[config.mk]
export PLATFORM = sky130hd
export DESIGN_NAME = video_timing_meter
export DESIGN_NICKNAME = d
export VERILOG_FILES = /design/src/rtl/video_timing_meter.sv
export SDC_FILE = /design/constraint.sdc
export NUM_CORES = 1
export LEC_CHECK = 0
export ABC_AREA = 1
export CAP_MARGIN = 20
export CORE_MARGIN = 2
export CORE_UTILIZATION = 41
export CTS_BUF_LIST = sky130_fd_sc_hd__clkbuf_4
export DETAILED_ROUTE_END_ITERATION = 10
export DONT_BUFFER_PORTS = 1
export PLACE_DENSITY_LB_ADDON = 0.1
export SLEW_MARGIN = 0
export SYNTH_ARGS = -nofsm -noshare
export SYNTH_HDL_FRONTEND = slang
export SYNTH_SLANG_ARGS = --single-unit
[constraint.sdc]
create_clock -name clk -period 12.49 [get_ports clk]
set_input_delay 3.1225 -clock clk [delete_from_list [all_inputs] [get_ports clk]]
set_output_delay 3.1225 -clock clk [all_outputs]
set_load 0.03 [all_outputs]
[src/rtl/video_timing_meter.sv]
// video_timing_meter: measures line/frame geometry, sync widths and an
// active-pixel checksum of a ce_pix-qualified video stream; reports lock.
module video_timing_meter #(
    parameter int HCNT_W        = 12,
    parameter int VCNT_W        = 10,
    parameter int STABLE_FRAMES = 4,
    parameter int PAL_LINES     = 288
) (
    input  logic              clk,
    input  logic              reset,
    input  logic              ce_pix,
    input  logic              HSync,
    input  logic              VSync,
    input  logic              HBlank,
    input  logic              VBlank,
    input  logic [7:0]        video_r,
    input  logic [7:0]        video_g,
    input  logic [7:0]        video_b,
    output logic [HCNT_W-1:0] h_total,
    output logic [HCNT_W-1:0] h_active,
    output logic [HCNT_W-1:0] hs_width,
    output logic [VCNT_W-1:0] v_total,
    output logic [VCNT_W-1:0] v_active,
    output logic [VCNT_W-1:0] vs_width,
    output logic [15:0]       frame_sum,
    output logic              is_pal,
    output logic              frame_done,
    output logic              locked,
    output logic              overflow
);

    typedef enum logic [1:0] {SEARCH, MEASURE, LOCKED} state_t;

    localparam logic [HCNT_W-1:0] H_MAX = '1;
    localparam logic [HCNT_W-1:0] H_ONE = {{(HCNT_W-1){1'b0}}, 1'b1};
    localparam logic [VCNT_W-1:0] V_MAX = '1;
    localparam logic [VCNT_W-1:0] V_ONE = {{(VCNT_W-1){1'b0}}, 1'b1};
    localparam logic [VCNT_W-1:0] PAL_V = VCNT_W'(PAL_LINES);
    localparam logic [4:0] STAB_TGT = 5'(STABLE_FRAMES - 1);

    // {reached_max, saturating increment}
    function automatic logic [HCNT_W:0] inc_h(input logic [HCNT_W-1:0] c);
        logic sat;
        sat = (c >= H_MAX - H_ONE);
        inc_h = {sat, sat ? H_MAX : c + H_ONE};
    endfunction

    function automatic logic [VCNT_W:0] inc_v(input logic [VCNT_W-1:0] c);
        logic sat;
        sat = (c >= V_MAX - V_ONE);
        inc_v = {sat, sat ? V_MAX : c + V_ONE};
    endfunction

    state_t              state;
    logic                hs_prev, vs_prev;
    logic [HCNT_W-1:0]   h_cnt, hs_cnt, ha_cnt;
    logic [HCNT_W-1:0]   line_total, line_hs, last_active;
    logic [VCNT_W-1:0]   v_cnt, v_act_cnt, vs_cnt;
    logic [15:0]         sum_cnt;
    logic                ovf_frame;
    logic [3:0]          stab_cnt;

    logic                qs, hs_rise, vs_rise, act, timeout, same, ovf_now, ovf_c;
    logic [9:0]          pix_sum;
    logic [4:0]          stab_nxt;
    logic [HCNT_W:0]     h_i, hs_i, ha_i;
    logic [VCNT_W:0]     v_i, va_i, vs_i;
    logic [HCNT_W-1:0]   h_n, hs_n, ha_n, lt_n, lh_n, la_n;
    logic [VCNT_W-1:0]   v_n, va_n, vs_n;
    logic [15:0]         sum_n;

    assign qs       = ce_pix;
    assign hs_rise  = HSync & ~hs_prev;
    assign vs_rise  = VSync & ~vs_prev;
    assign act      = ~HBlank & ~VBlank;
    assign pix_sum  = {2'b0, video_r} + {2'b0, video_g} + {2'b0, video_b};
    assign h_i      = inc_h(h_cnt);
    assign hs_i     = inc_h(hs_cnt);
    assign ha_i     = inc_h(ha_cnt);
    assign v_i      = inc_v(v_cnt);
    assign va_i     = inc_v(v_act_cnt);
    assign vs_i     = inc_v(vs_cnt);
    assign timeout  = h_i[HCNT_W] & ~hs_rise & (state != SEARCH);
    assign stab_nxt = {1'b0, stab_cnt} + 5'd1;
    assign ovf_c    = ovf_frame | ovf_now;

    always_comb begin
        h_n     = h_i[HCNT_W-1:0];
        hs_n    = HSync ? hs_i[HCNT_W-1:0] : hs_cnt;
        ha_n    = act ? ha_i[HCNT_W-1:0] : ha_cnt;
        lt_n    = line_total;
        lh_n    = line_hs;
        la_n    = last_active;
        v_n     = v_cnt;
        va_n    = v_act_cnt;
        vs_n    = vs_cnt;
        sum_n   = act ? sum_cnt + {6'b0, pix_sum} : sum_cnt;
        ovf_now = h_i[HCNT_W] | (HSync & hs_i[HCNT_W]) | (act & ha_i[HCNT_W]);
        if (hs_rise) begin
            lt_n    = h_cnt;
            lh_n    = hs_cnt;
            h_n     = H_ONE;
            hs_n    = H_ONE;
            ha_n    = act ? H_ONE : '0;
            v_n     = v_i[VCNT_W-1:0];
            ovf_now = v_i[VCNT_W];
            if (VSync) begin
                vs_n    = vs_i[VCNT_W-1:0];
                ovf_now = ovf_now | vs_i[VCNT_W];
            end
            if (ha_cnt != '0) begin
                la_n    = ha_cnt;
                va_n    = va_i[VCNT_W-1:0];
                ovf_now = ovf_now | va_i[VCNT_W];
            end
        end
    end

    // v_total/vs_width count line starts, so the closing rise belongs to the new frame
    assign same = ({lt_n, la_n, lh_n} == {h_total, h_active, hs_width})
               && ({v_cnt, va_n, vs_cnt} == {v_total, v_active, vs_width});

    always_ff @(posedge clk) begin
        if (reset) begin
            state       <= SEARCH;
            hs_prev     <= 1'b0;
            vs_prev     <= 1'b0;
            h_cnt       <= '0;
            hs_cnt      <= '0;
            ha_cnt      <= '0;
            line_total  <= '0;
            line_hs     <= '0;
            last_active <= '0;
            v_cnt       <= '0;
            v_act_cnt   <= '0;
            vs_cnt      <= '0;
            sum_cnt     <= '0;
            ovf_frame   <= 1'b0;
            stab_cnt    <= '0;
            h_total     <= '0;
            h_active    <= '0;
            hs_width    <= '0;
            v_total     <= '0;
            v_active    <= '0;
            vs_width    <= '0;
            frame_sum   <= '0;
            is_pal      <= 1'b0;
            frame_done  <= 1'b0;
            locked      <= 1'b0;
            overflow    <= 1'b0;
        end else begin
            frame_done <= 1'b0;
            if (qs) begin
                hs_prev <= HSync;
                vs_prev <= VSync;
                if (timeout || (state == SEARCH && !vs_rise)) begin
                    h_cnt       <= '0;
                    hs_cnt      <= '0;
                    ha_cnt      <= '0;
                    line_total  <= '0;
                    line_hs     <= '0;
                    last_active <= '0;
                    v_cnt       <= '0;
                    v_act_cnt   <= '0;
                    vs_cnt      <= '0;
                    sum_cnt     <= '0;
                    ovf_frame   <= 1'b0;
                    if (timeout) begin
                        state    <= SEARCH;
                        locked   <= 1'b0;
                        stab_cnt <= '0;
                    end
                end else begin
                    h_cnt       <= h_n;
                    hs_cnt      <= hs_n;
                    ha_cnt      <= ha_n;
                    line_total  <= lt_n;
                    line_hs     <= lh_n;
                    last_active <= la_n;
                    v_cnt       <= v_n;
                    v_act_cnt   <= va_n;
                    vs_cnt      <= vs_n;
                    sum_cnt     <= sum_n;
                    ovf_frame   <= ovf_c;
                    if (vs_rise) begin
                        v_act_cnt <= '0;
                        v_cnt     <= hs_rise ? V_ONE : '0;
                        vs_cnt    <= hs_rise ? V_ONE : '0;
                        sum_cnt   <= act ? {6'b0, pix_sum} : '0;
                        ovf_frame <= 1'b0;
                        if (state == SEARCH) begin
                            state    <= MEASURE;
                            stab_cnt <= '0;
                        end else begin
                            h_total    <= lt_n;
                            h_active   <= la_n;
                            hs_width   <= lh_n;
                            v_total    <= v_cnt;
                            v_active   <= va_n;
                            vs_width   <= vs_cnt;
                            frame_sum  <= sum_cnt;
                            is_pal     <= (v_cnt >= PAL_V);
                            overflow   <= ovf_c;
                            frame_done <= 1'b1;
                            if (same && !ovf_c) begin
                                if (state == MEASURE) begin
                                    stab_cnt <= stab_nxt[3:0];
                                    if (stab_nxt >= STAB_TGT) begin
                                        state  <= LOCKED;
                                        locked <= 1'b1;
                                    end
                                end
                            end else begin
                                state    <= MEASURE;
                                locked   <= 1'b0;
                                stab_cnt <= '0;
                            end
                        end
                    end
                end
            end
        end
    end

endmodule

==> results_dict.tcl <==
set metrics [dict create \
    wl_per_cell_microns 14.69 \
    syn_area_per_cell_sq_um 6.556 \
    crit_top_cell "inv_1" \
    die_y_microns 177.4 \
    slowest_stage "or4_1" \
    crit_chain "inv_1 > fa_1 > inv_1 > ha_1 > inv_1 > fa_1 > o21ai_0 > a21oi_1 > o21bai_1 > xor2_1 > inv_1 > ha_1 > nand2_1 > or4_1 > o21ai_0 > a21boi_0 > o21ai_0 > a21oi_1" \
    synth_nets 1954 \
    max_freq_ghz 0.1676 \
    rsz0062_at_grt "false" \
    finalHoldViolations 0 \
    synthArstFlopShare_pct 0 \
    numPortBuffers 0 \
    status "complete, no violations" \
    worst_pin_slew_ps 1058 \
    grt_max_degree 148 \
    path_buf_inv 4 \
    netlist_area_sq_mm 0.01233 \
    clock_path_buffers 3 \
    fin_setup_tns_ps 0 \
    die_area_sq_mm 0.03148 \
    start_util_pct 41.61 \
    tritoncts "yes" \
    power.internal_mw 1.169 \
    wl_met2_mm 15.66 \
    post_cts_resized 0 \
    crit_type "in2reg" \
    finalSetupViolCount 0 \
    p_clk_share_pct 40.0 \
    synth_edf_count 0 \
    wl_met3_mm 1.998 \
    cts.sinks 213 \
    mostFrequentLayoutCells "nand2_1 (576), a21oi_1 (226), dfxtp_1 (213)" \
    combPwrFrac_pct 16.4 \
    nets 1948 \
    path_depth 18 \
    yosysWarnings 0 \
    clock_latency_ps 690 \
    slew_headroom_pct 28.93 \
    routed_wl_mm 33.92 \
    min_period_over_period_pct 47.77 \
    p_sw_mw 0.5625 \
    slew_viol_final 0 \
    antenna_found_initial 2 \
    skew_ps 64.77 \
    timing.rr.start "hs_prev$_SDFFE_PP0P_" \
    path_max_fanout 6 \
    cts_setup_buffers 0 \
    drive_gt1_share_pct 7.985 \
    vias 11880 \
    rr_worst_depth 20 \
    hold_path_class "reg2reg" \
    core_sq_mm 0.02964 \
    core.rowCount 63 \
    place_congestion 0.8250 \
    crit_family "adder cells" \
    r2r_setup_slack_ps 9050 \
    htreeDepth 3 \
    endpoint_kind "flip-flop" \
    slowest_delay_ps 500 \
    maxCapViolCount 0 \
    hold_buffers 0 \
    first_global_vias 11260 \
    route.detailed.drc 0 \
    rr_endpoint "state[1]$_SDFFE_PP0P_" \
    ys.flop_type "dfxtp_1" \
    clockRootBuffer "clkbuf_4" \
    fin_crit_ps 5966 \
    ir_drop_mv 0.08011 \
    layout_commonest_cell "nand2_1" \
    grt_pass1_wl_mm 56.39 \
    ys_types 56 \
    ys_seq_area_share_pct 34.58 \
    startpoint "video_r[1]" \
    dp_hpwl_mm 22.67 \
    hp-start "last_active[6]$_SDFFE_PP0P_" \
    p_seq_share_pct 43.6 \
    first_pass_iters 5 \
    highest_layer "met4" \
    drt-met1-wl_mm 15.71 \
    cts.reportedPaths.clkPinSlew_ps 60 \
    grt_use_total_pct 21.94 \
    power_density_mw_per_mm2 129.9 \
    antenna_left 0 \
    num_io_pins 117 \
    cp-start-kind "input pin" \
    crit_end "sum_cnt[14]$_SDFFE_PP0P_" \
    crit_arrival_ps 6480 \
    die_width_microns 177.4 \
    syn_inst 1881 \
    numCtsBuffers 67 \
    grt_overflow_total 0 \
    viasPerCell 5.146 \
    drt_iter0_markers 602 \
    p_leak_nw 5.408 \
    holdWs_ps 461.5 \
    ys_seq_elements 213 \
    area_delta_synth_final_pct 8.117 \
    cp_data_required_time_ps 13000 \
    p_sw_share_pct 32.48 \
]
==> metal layers <==
metal	up-vias	GRT usage, %
li1	6148	-
met1	5427	27.52
met2	263	36.87
met3	45	5.548
met4	0	6.796
met5	-	0
==> cell usage after synthesis (10+ instances only) <==
master	instances	area, sq um
xor2_1	23	201.4
nand4_1	24	150.1
fa_1	10	200.2
inv_1	181	679.4
buf_2	12	60.06
a21oi_1	226	1131
nand3_1	130	650.6
ha_1	32	400.4
clkbuf_1	60	225.2
nand2_1	577	2166
nor2_1	127	476.7
o21ai_0	118	590.6
nor3_1	16	80.08
a211oi_1	10	75.07
xnor2_1	23	201.4
dfxtp_1	213	4264
==> worst register-to-register path, stage by stage (launching register included) <==
cell and delay (ps):
dfxtp_1 400, inv_2 150, nand2_1 510, buf_4 410, nand2_1 120, nand3_1 80
nand2_1 60, inv_1 60, nand2_1 40, nor2_1 210, nand3_1 170, nor2_1 230
nand3_1 100, nor2_1 150, nand2_1 130, nor2_4 140, nand2_2 90, nand3_1 110
nand2_1 60, nand2_1 60, nor2_1 40
==> stage by stage <==
step / total power [mW] / utilization [%] / std cells / setup WS (ps) / area (sq um)
floorplan: 0.9897 / - / 1881 / 6146 / 12330
global placement: 1.054 / 42.20 / 2196 / 5922 / 12510
detailed placement: 1.057 / 42.20 / 2196 / 5880 / 12510
CTS: 1.764 / 44.96 / 2306 / 6576 / 13330
global route: 1.848 / 44.98 / 2309 / 6101 / 13330
finish: 1.732 / 44.98 / 2309 / 6524 / 13330
==> cells by family (layout without fill, tap and decap cells) <==
kind of cell / Yosys count / count (layout) / synth area share (%)
flops: 213 / 213 / 34.58
fa+ha+maj: 42 / 42 / 4.870
simple gates: 908 / 908 / 30.91
xor+xnor: 46 / 46 / 3.267
other cells: 0 / 3 / 0
compound gates: 397 / 397 / 17.38
buf+inv: 275 / 310 / 9.000
==> power by group through the flow <==
| stage | logic [mW] | registers (mW) | clock network [mW] |
|---|---|---|---|
| final | 0.284 | 0.755 | 0.693 |
| after global routing | 0.329 | 0.758 | 0.760 |
| after CTS | 0.288 | 0.756 | 0.720 |
| after detailed placement | 0.287 | 0.771 | 0 |
| after global placement | 0.283 | 0.770 | 0 |
| after floorplan | 0.229 | 0.761 | 0 |
==> flip-flops by register name, summed over array words and instances (netlist names), 2 cells and up <==
name         cells
vs_cnt          10
ha_cnt          12
v_act_cnt       10
stab_cnt         4
h_cnt           12
h_active        12
line_total      12
v_active        10
h_total         12
hs_width        12
sum_cnt         16
v_total         10
line_hs         12
frame_sum       16
hs_cnt          12
vs_width        10
state            2
v_cnt           10
last_active     12
==> layout make-up <==
type	instances	area, sq um
Fill cell	3183	16310
Multi-Input combinational cell	1393	6968
Sequential cell	213	4264
Inverter	191	719.4
Clock buffer	90	675.6
Tap cell	390	488.0
Clock inverter	20	142.6
Timing Repair Buffer	9	67.56
Antenna cell	3	7.507
==> worst min path at each step <==
stage                                        to  slack, ps  cells after the start
floorplan              sum_cnt[13]$_SDFFE_PP0P_        440                      2
global placement    last_active[1]$_SDFFE_PP0P_        450                      2
detailed placement  last_active[6]$_SDFFE_PP0P_        450                      2
CTS                 last_active[6]$_SDFFE_PP0P_        460                      2
global route           sum_cnt[13]$_SDFFE_PP0P_        470                      2
finish              last_active[6]$_SDFFE_PP0P_        460                      2
No activity file was read; power rests on OpenSTA's default activity.
